File: src/rtl/imm_instr_packer_pkg.sv
// Shared definitions for the RV32I instruction packer: format codes (same encoding
// as the extender's ImmSrc), opcode constants and the request payload.
package imm_instr_packer_pkg;

  typedef enum logic [2:0] {
    FMT_I = 3'b000,
    FMT_S = 3'b001,
    FMT_B = 3'b010,
    FMT_J = 3'b011,
    FMT_U = 3'b100,
    FMT_R = 3'b101
  } immFmt_e;

  localparam int unsigned INSTR_W = 32;

  // addi x0,x0,0 substituted for any word that cannot be encoded
  localparam logic [INSTR_W-1:0] NOP_INSTR = 32'h0000_0013;

  localparam logic [6:0] OP_LOAD   = 7'b0000011;
  localparam logic [6:0] OP_IMM    = 7'b0010011;
  localparam logic [6:0] OP_AUIPC  = 7'b0010111;
  localparam logic [6:0] OP_STORE  = 7'b0100011;
  localparam logic [6:0] OP_REG    = 7'b0110011;
  localparam logic [6:0] OP_LUI    = 7'b0110111;
  localparam logic [6:0] OP_BRANCH = 7'b1100011;
  localparam logic [6:0] OP_JALR   = 7'b1100111;
  localparam logic [6:0] OP_JAL    = 7'b1101111;

  typedef struct packed {
    logic [2:0]         fmt;
    logic [6:0]         opcode;
    logic [4:0]         rd;
    logic [4:0]         rs1;
    logic [4:0]         rs2;
    logic [2:0]         funct3;
    logic [6:0]         funct7;
    logic [INSTR_W-1:0] imm;
  } packReq_t;

endpackage

File: src/rtl/imm_pack_field.sv
// Combinational field packer: places the immediate and register fields for one
// format and flags immediates the format cannot represent.
module imm_pack_field
  import imm_instr_packer_pkg::*;
(
  input  packReq_t            req,
  output logic [INSTR_W-1:0]  instr,
  output logic                err
);

  always_comb begin
    instr = NOP_INSTR;
    err   = 1'b0;
    case (req.fmt)
      FMT_I: begin
        err   = !((&req.imm[31:11]) || !(|req.imm[31:11]));
        instr = {req.imm[11:0], req.rs1, req.funct3, req.rd, req.opcode};
      end
      FMT_S: begin
        err   = !((&req.imm[31:11]) || !(|req.imm[31:11]));
        instr = {req.imm[11:5], req.rs2, req.rs1, req.funct3, req.imm[4:0], req.opcode};
      end
      FMT_B: begin
        err   = req.imm[0] || !((&req.imm[31:12]) || !(|req.imm[31:12]));
        instr = {req.imm[12], req.imm[10:5], req.rs2, req.rs1, req.funct3,
                 req.imm[4:1], req.imm[11], req.opcode};
      end
      FMT_J: begin
        err   = req.imm[0] || !((&req.imm[31:20]) || !(|req.imm[31:20]));
        instr = {req.imm[20], req.imm[10:1], req.imm[11], req.imm[19:12], req.rd, req.opcode};
      end
      FMT_U: begin
        err   = |req.imm[11:0];
        instr = {req.imm[31:12], req.rd, req.opcode};
      end
      FMT_R: begin
        instr = {req.funct7, req.rs2, req.rs1, req.funct3, req.rd, req.opcode};
      end
      default: err = 1'b1;
    endcase
    if (err) instr = NOP_INSTR;
  end

endmodule

File: src/rtl/imm_instr_packer.sv
// Two-stage valid/ready packer feeding the instruction-memory load path; tags each
// word with a running byte address and counts unencodable words.
module imm_instr_packer
  import imm_instr_packer_pkg::*;
#(
  parameter int unsigned          ADDR_W     = 32,
  parameter logic [ADDR_W-1:0]    RESET_ADDR = '0,
  parameter int unsigned          ERR_CNT_W  = 16
) (
  input  logic                  clk,
  input  logic                  rst_n,
  input  logic                  in_valid,
  output logic                  in_ready,
  input  logic [2:0]            fmt,
  input  logic [6:0]            opcode,
  input  logic [4:0]            rd,
  input  logic [4:0]            rs1,
  input  logic [4:0]            rs2,
  input  logic [2:0]            funct3,
  input  logic [6:0]            funct7,
  input  logic [INSTR_W-1:0]    imm,
  output logic                  out_valid,
  input  logic                  out_ready,
  output logic [INSTR_W-1:0]    out_instr,
  output logic [ADDR_W-1:0]     out_addr,
  output logic                  out_err,
  input  logic                  addr_load,
  input  logic [ADDR_W-1:0]     addr_value,
  output logic [ERR_CNT_W-1:0]  err_count
);

  logic               s1Valid;
  packReq_t           s1Req;
  packReq_t           inReq;
  logic               s2Advance;
  logic               s1Advance;
  logic               outHandshake;
  logic [INSTR_W-1:0] packInstr;
  logic               packErr;

  assign inReq        = {fmt, opcode, rd, rs1, rs2, funct3, funct7, imm};
  assign s2Advance    = !out_valid || out_ready;
  assign s1Advance    = s1Valid && s2Advance;
  assign in_ready     = !s1Valid || s1Advance;
  assign outHandshake = out_valid && out_ready;

  // Stage 1: request capture
  always_ff @(posedge clk or negedge rst_n) begin
    if (!rst_n) begin
      s1Valid <= 1'b0;
      s1Req   <= '0;
    end else if (in_ready) begin
      s1Valid <= in_valid;
      if (in_valid) s1Req <= inReq;
    end
  end

  imm_pack_field uPack (
    .req   (s1Req),
    .instr (packInstr),
    .err   (packErr)
  );

  // Stage 2: packed word held stable until downstream accepts
  always_ff @(posedge clk or negedge rst_n) begin
    if (!rst_n) begin
      out_valid <= 1'b0;
      out_instr <= '0;
      out_err   <= 1'b0;
    end else if (s2Advance) begin
      out_valid <= s1Valid;
      if (s1Valid) begin
        out_instr <= packInstr;
        out_err   <= packErr;
      end
    end
  end

  // Address of the word currently on the output; a load takes priority over increment
  always_ff @(posedge clk or negedge rst_n) begin
    if (!rst_n) begin
      out_addr <= RESET_ADDR;
    end else if (addr_load) begin
      out_addr <= addr_value;
    end else if (outHandshake) begin
      out_addr <= out_addr + ADDR_W'(4);
    end
  end

  always_ff @(posedge clk or negedge rst_n) begin
    if (!rst_n) begin
      err_count <= '0;
    end else if (outHandshake && out_err && !(&err_count)) begin
      err_count <= err_count + ERR_CNT_W'(1);
    end
  end

endmodule

File: config.mk
export PLATFORM = sky130hd
export DESIGN_NAME = imm_instr_packer
export DESIGN_NICKNAME = d
export VERILOG_FILES = /design/src/rtl/imm_instr_packer_pkg.sv /design/src/rtl/imm_pack_field.sv /design/src/rtl/imm_instr_packer.sv
export SDC_FILE = /design/constraint.sdc
export NUM_CORES = 1
export LEC_CHECK = 0
export BUFFER_PORTS_ARGS = -buffer_cell sky130_fd_sc_hd__buf_2
export CORE_MARGIN = 3
export CORE_UTILIZATION = 40
export DETAILED_ROUTE_END_ITERATION = 16
export MAX_ROUTING_LAYER = met4
export PLACE_DENSITY_LB_ADDON = 0.05
export SLEW_MARGIN = 20
export SYNTH_ARGS = -nofsm -noshare
export SYNTH_HDL_FRONTEND = slang
export SYNTH_SLANG_ARGS = --single-unit
export TNS_END_PERCENT = 30
File: constraint.sdc
create_clock -name clk -period 2.1 [get_ports clk]
set_input_delay 0.315 -clock clk [delete_from_list [all_inputs] [get_ports clk]]
set_output_delay 0.315 -clock clk [all_outputs]
set_load 0.05 [all_outputs]
Yosys cells after proc, flatten, opt, wreduce, memory -nomap -nowiden:

Index checks and enable logic that the tools add are counted.

* word-level logic and storage cells: 59
* input port bits: 104
* flip-flop bits (word level): 150

* add/subtract/negate cells: 2
* mux-type cells: 5
* reduce and logical (&&, ||, !) cells: 33
* eq/ne operators: 5

Operator list (number)
* 32-bit one-hot mux with 6 select lines: 1
* 32-bit 2-to-1 mux: 3
* 32-bit by 3-bit adder with 32-bit output, second input constant: 1
* 12-bit OR reduction: 2
* 21-bit AND reduction: 1
* 21-bit OR reduction: 1
* 20-bit AND reduction: 1
* 20-bit OR reduction: 1
* 16-bit by 1-bit adder with 16-bit output, second input constant: 1
* 16-bit AND reduction: 1
* 12-bit AND reduction: 1
* 1-bit zero test: 9
* 1-bit logical OR: 7
* 3-bit by 2-bit == test with 1-bit output, second input constant: 2
* 3-bit == test, second input constant: 2
* 1-bit one-hot mux with 5 select lines: 1
* 1-bit logical AND: 4
* 2-bit AND reduction: 2
* 3-bit by 1-bit == test with 1-bit output, second input constant: 1
* 3-bit zero test: 1
* 2-bit nonzero test: 1
* 2-bit OR reduction: 1

Depth between registers and ports, before layout:

Gate-level depths: netlist (run 1).

* word-level depth: 7
* gate-level depth with buffers: 7

By module:

Synthesis (run 1) repeated with hierarchy kept, for this count alone.

* cell total of the unflattened synthesis: 662
* area total of the unflattened synthesis: 7419.6 µm²

Modules (own cells, without submodules)
* imm_instr_packer: cells each 500, seq. area each 3753.6 µm², instances 1, area each 6374.9 µm²
* imm_pack_field: cells each 162, seq. area each 0.0 µm², instances 1, area each 1044.8 µm²

Worst setup path before layout (run 1):

Ideal clock, no wire load.

* path type: register -> register
* start: register out_valid
* end: register s1Req[65] (netlist name)
* slack: -0.350 ns
* period minus slack after synthesis: 2.450 ns
* cell stages (with the launch flop): 6
* path buffers: 2
* required time: 1.972 ns
* setup time: 0.128 ns
* arrival time: 2.322 ns
* cell sequence: dfrtp_1 nand3b_1 nand2_1 buf_2 buf_2 mux2_1

* longest elaborated chain between the ends: 5

Ends and longest elaborated chain
* start: declaration: RTL line imm_instr_packer.sv:22 `output logic out_valid,`
* start signal: assignment: RTL line imm_instr_packer.sv:71 `out_valid <= s1Valid;`
* 1-bit zero test: RTL line imm_instr_packer.sv:42 `assign s2Advance = !out_valid || out_ready;`
* 1-bit logical OR: RTL line imm_instr_packer.sv:42
* 1-bit logical AND: RTL line imm_instr_packer.sv:43 `assign s1Advance = s1Valid && s2Advance;`
* 1-bit logical OR: RTL line imm_instr_packer.sv:44 `assign in_ready = !s1Valid || s1Advance;`
* via in_ready: RTL line imm_instr_packer.sv:13 `output logic in_ready,`
* 2-bit AND reduction (no line)
* end signal: assignment: RTL line imm_instr_packer.sv:54 `if (in_valid) s1Req <= inReq;`
* end: declaration: RTL line imm_instr_packer.sv:33 `packReq_t s1Req;`

The timed path passes the listed nets, and every way through them passes these cells.
A chain may end at the register's enable or synchronous reset.

Worst setup path in the final report (run 1):

* start: register s1Req[12] (netlist name)
* end: register out_instr[24]

* longest elaborated chain between the ends: 7
* elaborated cells between the ends (all ways): 13
* classes of those cells: mux (2); reduce/logical (11)

Ends and longest elaborated chain
* 20-bit OR reduction: RTL line imm_pack_field.sv:24 `err = req.imm[0] || !((&req.imm[31:12]) || !(|req.imm[31:12]));`
* 1-bit zero test: RTL line imm_pack_field.sv:24
* 1-bit logical OR: RTL line imm_pack_field.sv:24
* 1-bit zero test: RTL line imm_pack_field.sv:24
* 1-bit logical OR: RTL line imm_pack_field.sv:24
* 1-bit one-hot mux with 5 select lines *: RTL line imm_pack_field.sv:14 `case (req.fmt)`
* 32-bit 2-to-1 mux *: RTL line imm_pack_field.sv:41 `if (err) instr = NOP_INSTR;`
* end signal: assignment: RTL line imm_instr_packer.sv:73 `out_instr <= packInstr;`
* end: declaration: RTL line imm_instr_packer.sv:24 `output logic [INSTR_W-1:0] out_instr,`

Mark *: on every way between the ends. The rest lies on a longest branch, timed or not.

==> results of run 1 <==
## how the worst max path moves through the flow
stage | slack (ns) | from | to | cells after the start
finish | 0.09 | s1Req[12] | out_instr[24] | 6
global route | 0.008 | s1Req[23] | out_instr[26] | 6
CTS | 0.02 | s1Req[3] | out_instr[19] | 6
detailed placement | 0.04 | s1Req[3] | out_instr[19] | 6
global placement | 0.05 | s1Req[1] | out_instr[14] | 6
floorplan | 0.01 | out_valid | s1Req[65] | 5
## metal layers
metal	track usage [%]	part of all wire [%]	vias to the layer above
met2	30.2	45	183
met1	30.2	49	2881
met5	-	0	-
met4	4.55	0.97	0
met3	4.33	5.4	14
li1	-	-	2827
## area by class of cell
class / instances / area [µm²] / share of cell area, %
clock inverter: 9 / 125 / 1.33
tap: 229 / 287 / 3.06
sequential: 150 / 3760 / 40.1
inverter: 16 / 60.1 / 0.641
multi-input combinational: 474 / 3460 / 37.0
clock buffer: 22 / 474 / 5.06
timing repair buffer: 210 / 1210 / 12.9
## power by group
group	leakage [nW]	switching, mW	internal [mW]
logic	2.09	1.73	0.859
registers	1.82	0.416	3.31
clock network	0.292	1.19	1.95
## synth_stat cells (3+ instances only)
cell type / n / share of area, %
o31ai_4: 9 / 2.6
nor4_1: 22 / 1.9
nor2_1: 19 / 0.96
mux2_1: 50 / 7.6
mux2_2: 20 / 3.0
o21ai_1: 26 / 1.8
o32a_1: 3 / 0.40
buf_2: 17 / 1.1
a31oi_1: 9 / 0.76
xor2_1: 15 / 1.8
inv_1: 14 / 0.71
and4_1: 4 / 0.47
nand2_1: 83 / 4.2
nand3_1: 18 / 1.2
a211oi_1: 6 / 0.61
a21oi_1: 19 / 1.3
nand2b_1: 4 / 0.34
o221ai_1: 4 / 0.47
nor2b_1: 9 / 0.76
o21ai_0: 21 / 1.4
xnor2_1: 29 / 3.4
clkbuf_1: 18 / 0.91
o31ai_1: 16 / 1.6
mux2i_1: 19 / 2.6
o22a_1: 10 / 1.2
a22oi_1: 9 / 0.91
dfrtp_1: 150 / 50
and2_1: 4 / 0.34
nand4_1: 13 / 1.1
and3_1: 9 / 0.76
nor3_1: 8 / 0.54
## state kept, by name, indices dropped and copies added (netlist names)
name	cells
err_count	16
out_addr	32
out_err	1
out_instr	32
out_valid	1
s1Req	67
s1Valid	1
## cells by family after synthesis
logic type	count (synthesis)	synth area share, %
flops	150	50.5
compound gates	139	13.9
simple gates	200	13.4
buf+inv	56	3.53
fa+ha+maj	2	0.337
xor+xnor	44	5.18
mux	89	13.2
## stage by stage
stage	total power [mW]	instance area, µm²	utilization, %
floorplan	5.53	7450	-
CTS	9.54	9340	51.7
global placement	6.31	8730	48.3
detailed placement	6.36	8730	48.3
global route	9.93	9370	51.8
finish	9.46	9370	51.8
## cells in the final DEF, fill, tap and decap left out, types with 4 or more instances in the layout
| cell type | instances |
|---|---|
| o221ai_1 | 4 |
| a21oi_1 | 19 |
| clkinv_2 | 4 |
| and3_1 | 9 |
| o21ai_1 | 26 |
| nor3_1 | 8 |
| o22a_1 | 10 |
| and4_1 | 4 |
| o31ai_4 | 9 |
| buf_4 | 16 |
| dfrtp_1 | 148 |
| a211oi_1 | 5 |
| a22oi_1 | 9 |
| nor4_1 | 19 |
| and2_1 | 4 |
| buf_2 | 185 |
| nand2b_1 | 4 |
| clkbuf_16 | 17 |
| a31oi_1 | 9 |
| buf_12 | 7 |
| nor2_1 | 19 |
| inv_1 | 14 |
| mux2i_1 | 19 |
| nand2_1 | 82 |
| mux2_2 | 20 |
| nor2b_1 | 9 |
| xnor2_1 | 29 |
| xor2_1 | 15 |
| nand4_1 | 13 |
| mux2_1 | 50 |
| o21ai_0 | 21 |
| nand3_1 | 18 |
| o31ai_1 | 16 |
## repair_timing
action / in CTS / in global routing
resized for setup: 0 / 5
hold buffers: 1 / 0
buffers inserted: 0 / 0
setup endpoints to repair: 0 / 15
hold endpoints to repair: 36 / 0
==> summary.md, run 1 <==
| Metric | Value |
|---|---|
| CTS tree | built |
| Syn Nets | roughly 790 |
| CP Capture Type | flop |
| N_diodes | 0 |
| Routed vias/inst | 5.32 |
| Hold crit path type | in -> reg |
| Initial core utilization | between 40% and 50% |
| Post-synth EDFFs | 0 |
| Fillers | 1,661 |
| CP top delay family | simple AND/OR/NAND/NOR gates |
| Relative slew slack | about three fifths |
| Synthesized cell area | 7430 µm² |
| Global Route Usage Sum | 20.8% |
| Sequential fraction of the synthesis area | between 50% and 60% |
| Initial antenna violation count | 0 |
| Root Driver | clkbuf_16 |
| Asr flop ratio synth | 100% |
| Setup TNS | 0 ns |
| DIE AREA | 20,300 µm² |
| Crit path time final | 2.01 ns |
| Rows | 49 |
| GPL Wtd Cong | 0.831 |
| Vias in the first global route | 6,076 |
| Largest net degree at the start of global routing | 44 |
| # setup viols final | 0 |
| Drt total wl | 20,100 µm |
| Worst EP required | 2.42 ns |
| Final worst-path cycle share | 95.8% |
| Core Area | 18,100 µm² |
| Non-filler cells, final | 1,110 |
| Top achievable clock speed | 497 MHz |
| Run status | complete, no violations |
| RSZ-0062 raised after global routing | no |
| Final worst slack | 0.0887 ns |
| Hold Path Sink | s1Req[50] |
| Starting DRT DRC Count | 383 |
| Placed instance count | ~1,100 |
| Hold Startpoint | rs1[3] |
| Post-DP HPWL | about 15,000 µm |
| Most frequent cell on the critical path | o31ai_4 |
| Final net count | 975 |
| Critical Path Slowest Stage Cell | dfrtp_1 |
| First-pass GRT wire length | 32,400 µm |
| CP cell instances | nor4_1, nand2_1, o31ai_4, nor2_4, buf_12, o31ai_4 |
| I/O pin total | between 150 and 200 |
| Die width | 142 µm |
| Clock Latency Late Sink | 0.42 ns |
| IO buf count | 186 |
| Hold Vio Cnt, Final | 0 |
| Critical path launch point type | flop |
| Crit-path max FO | 21 |
| Avg Synthesized Cell Area | 10.9 µm² |
| CP peak stage delay | 0.43 ns |
| Post-route DRC violation count | 0 |
| Place WS | 0.0401 ns |
| Routed via count | 5,905 |
| Slew @ Worst Pin | 0.589 ns |
| WHS Path Cells | 2 |
| RR Endpoint | out_instr[24] |
| TritonCTS Buffers | 17 |
| Drt wl/cell | between 15 and 20 µm |
| Clock sink count | 150 |
| Initial DRT Pass Iterations | 4 |
| R2R depth | 6 |
| Layout Skew | 0.0145 ns |
| Area grow syn2layout | 26.1% |
| Share of cells above drive strength 1 | 32.2% |
| Final hold slack | 0.101 ns |
| H-tree Lvls | 4 |
| Grt total ovfl | 0 |
| R2R Path Start | s1Req[12] |
| Clock Path Buffers | 2 |
| Commonest register cell after synthesis | dfrtp_1 |
| Die Ht | ~140 µm |
| Slack of the worst reg-to-reg path | 0.09 ns |
| #FFs+latches synth | 150 |
| CTS clk-pin slew, worst paths | ~0.06 ns |
| Crit path DAT | about 2.3 ns |
| Max_cap viols | 0 |
| PD cells | about 1000 nW/µm² |
| Netlist cell types | 50 |
| WS Path Type | reg -> reg |
| Final ANT Viol Nets | 0 |
| Yosys warnings | 0 |
| Syn Inst Count | 680 |
| Max Slew Vio Count | 0 |
| Peak VDD IR | 0.000557 V |
| Total leakage power | about 4.2 nW |
| Critical path buffers and inverters | 1 |
Note: power is estimated with default switching activity, not from simulation.
==> inputs of run 2 (changes only) <==
Settings changed: CTS_BUF_LIST set to sky130_fd_sc_hd__clkbuf_16.
Clock period 2.1 ns to 2.45 ns, I/O delays scaled along.
==> run 2 against run 1 <==
Utilization fell by 0.14 points. Register-to-register slack improved by 0.08 ns. Global-route usage barely moved. Wire length fell by 0.38%. Worst setup slack improved by 0.081 ns. Non-clock buffer count fell by 2. Combinational power fell by 15%. Total power fell by 13%. First-iteration DRC count fell by 21%. Flip-flop and latch count did not move. Worst hold slack improved by 0.056 ns. Sequential share of layout area rose by 0.094 points. Critical path type unchanged. Critical endpoint is now out_instr[1]. Largest cell class unchanged. Largest power group unchanged.
==> summary.md, run 2 (same netlist as run 1, synthesis figures left out) <==
| Metric | Value |
|---|---|
| Layout Skew | 0.00760 ns |
| Area grow syn2layout | 25.7% |
| Top achievable clock speed | 439 MHz |
| Starting DRT DRC Count | 304 |
| # setup viols final | 0 |
| Slack of the worst reg-to-reg path | 0.17 ns |
| Die Ht | 142 µm |
| Hold crit path type | in -> reg |
| Initial core utilization | 41.1% |
| Max Slew Vio Count | 0 |
| IO buf count | 186 |
| Initial antenna violation count | 1 |
| First-pass GRT wire length | 32,100 µm |
| Drt total wl | ~20,000 µm |
| Logic pwr share | a little over a quarter |
| Largest net degree at the start of global routing | 56 |
| Rows | 49 |
| Biggest regs | s1Req (67), out_addr (32), out_instr (32) |
| Routed via count | 5,859 |
| Clock Latency Late Sink | 0.42 ns |
| FF+latch area | 3750 µm² |
| Critical path launch point type | flop |
| H-tree Lvls | 4 |
| RSZ-0062 raised after global routing | no |
| Post-layout util | between 50% and 60% |
| Commonest non-fill, non-tap cells in the layout | buf_2, dfrtp_1, nand2_1, mux2_1, xnor2_1 |
| Final ANT Viol Nets | 0 |
| Clock share of power | 34.5% |
| Post-CTS setup buffer count | 0 |
| Fillers | 1,669 |
| Hold Startpoint | imm[26] |
| Max reg flops | 67 |
| Final worst-path cycle share | around 93% |
| Global Route Usage Sum | 20.8% |
| Sequential Power Share | 38.7% |
| Run status | complete, no violations |
| Relative slew slack | 30.6% |
| WS Path Type | reg -> reg |
| Largest Register | s1Req |
| Initial DRT Pass Iterations | 5 |
| Slew @ Worst Pin | 1.04 ns |
| Switching share of power | 34.8% |
| Hold Path Sink | s1Req[26] |
| Core Area | 18,100 µm² |
| CTS tree | built |
| Drt wl/cell | 18.0 µm |
| Pint | around 5.4 mW |
| Post-DP HPWL | 15,100 µm |
| Total leakage power | 4.20 nW |
| CTS clk-pin slew, worst paths | 0.06 ns |
| Max_cap viols | 0 |
| Clock sink count | 150 |
| I/O pin total | 187 |
| Crit-path max FO | 21 |
| Hold Vio Cnt, Final | 0 |
| Multi-input gate area | about 3400 µm² |
| Post_cts resized | 0 |
| Commonest non-fill, non-tap cell in the layout | buf_2 |
| R2R Path Start | s1Req[6] |
| Setup TNS | 0 ns |
| GPL Wtd Cong | 0.844 |
| Share of cells above drive strength 1 | 31.3% |
| Worst setup path start | s1Req[6] |
| R2R depth | 6 |
| Peak VDD IR | 0.000454 V |
| Post-route DRC violation count | 0 |
| Routed vias/inst | 5.28 |
| Switching power | 2.86 mW |
| WHS Path Cells | 2 |
| Grt total ovfl | 0 |
| Die width | between 100 and 150 µm |
| Crit path time final | 2.28 ns |
| CP Capture Type | flop |
| Root Driver | clkbuf_16 |
| Overall Power | 8.21 mW |
| Crit path DAT | ~2.6 ns |
| Worst EP required | approximately 2.8 ns |
| DIE AREA | about 20,000 µm² |
| TritonCTS Buffers | 17 |
| PD cells | 879 nW/µm² |
| Final net count | 973 |
| RR Endpoint | out_instr[1] |
| Vias in the first global route | 5,996 |
| Clock Path Buffers | 2 |
[run 2: metal layers]
layer	wire (µm)	track usage (%)	vias up
met2	9070	30.5	174
met4	278	5.50	0
met1	9580	29.3	2823
li1	-	-	2840
met5	0	-	-
met3	1110	4.70	22
[run 2: critical path: stages, from the launching register on]
cell and delay, ns:
dfrtp_1 0.41, nor4_1 0.46, nand3_1 0.14, a211oi_1 0.39, a21oi_4 0.20, buf_16 0.23
o32a_1 0.34
[run 2: worst max-delay path by stage]
stage / end / slack (ns) / cells past startpoint
after floorplan: s1Req[65] / 0.0003 / 5
after global placement: out_instr[2] / 0.13 / 7
after detailed placement: out_instr[1] / 0.20 / 6
after CTS: out_instr[1] / 0.18 / 6
after global routing: out_instr[1] / 0.04 / 6
final: out_instr[1] / 0.17 / 6
[run 2: final cells by class]
| class | count | area share [%] |
|---|---|---|
| diodes | 1 | 0.0268 |
| clock buffers | 17 | 4.55 |
| clock inverters | 15 | 2.25 |
| inverters | 16 | 0.642 |
| multi-input cells | 474 | 36.7 |
| flip-flops and latches | 150 | 40.2 |
| well taps | 229 | 3.07 |
| repair buffers | 208 | 12.6 |
[run 2: what timing repair did]
action | 4_1_cts | 5_1_grt
endpoints found under the hold margin | 50 | 0
endpoints found under the setup margin | 0 | 0
hold buffers | 1 | 0
[run 2: metrics by stage]
stage | std cells | worst slack (ns) | instance area (µm²) | hold slack [ns]
after floorplan | 680 | 0.000312 | 7430 | 0.0719
after global placement | 1075 | 0.125 | 8670 | 0.364
after detailed placement | 1076 | 0.198 | 8700 | 0.362
after CTS | 1109 | 0.177 | 9350 | 0.134
after global routing | 1110 | 0.0361 | 9350 | 0.139
final | 1110 | 0.170 | 9350 | 0.157
[run 2: power groups by stage]
stage / clock network [mW] / logic (mW) / registers (mW)
finish: 2.83 / 2.21 / 3.18
global route: 3.02 / 2.38 / 3.23
detailed placement: 0 / 2.22 / 3.22
global placement: 0 / 2.18 / 3.20
floorplan: 0 / 0.928 / 3.81
CTS: 2.91 / 2.23 / 3.18
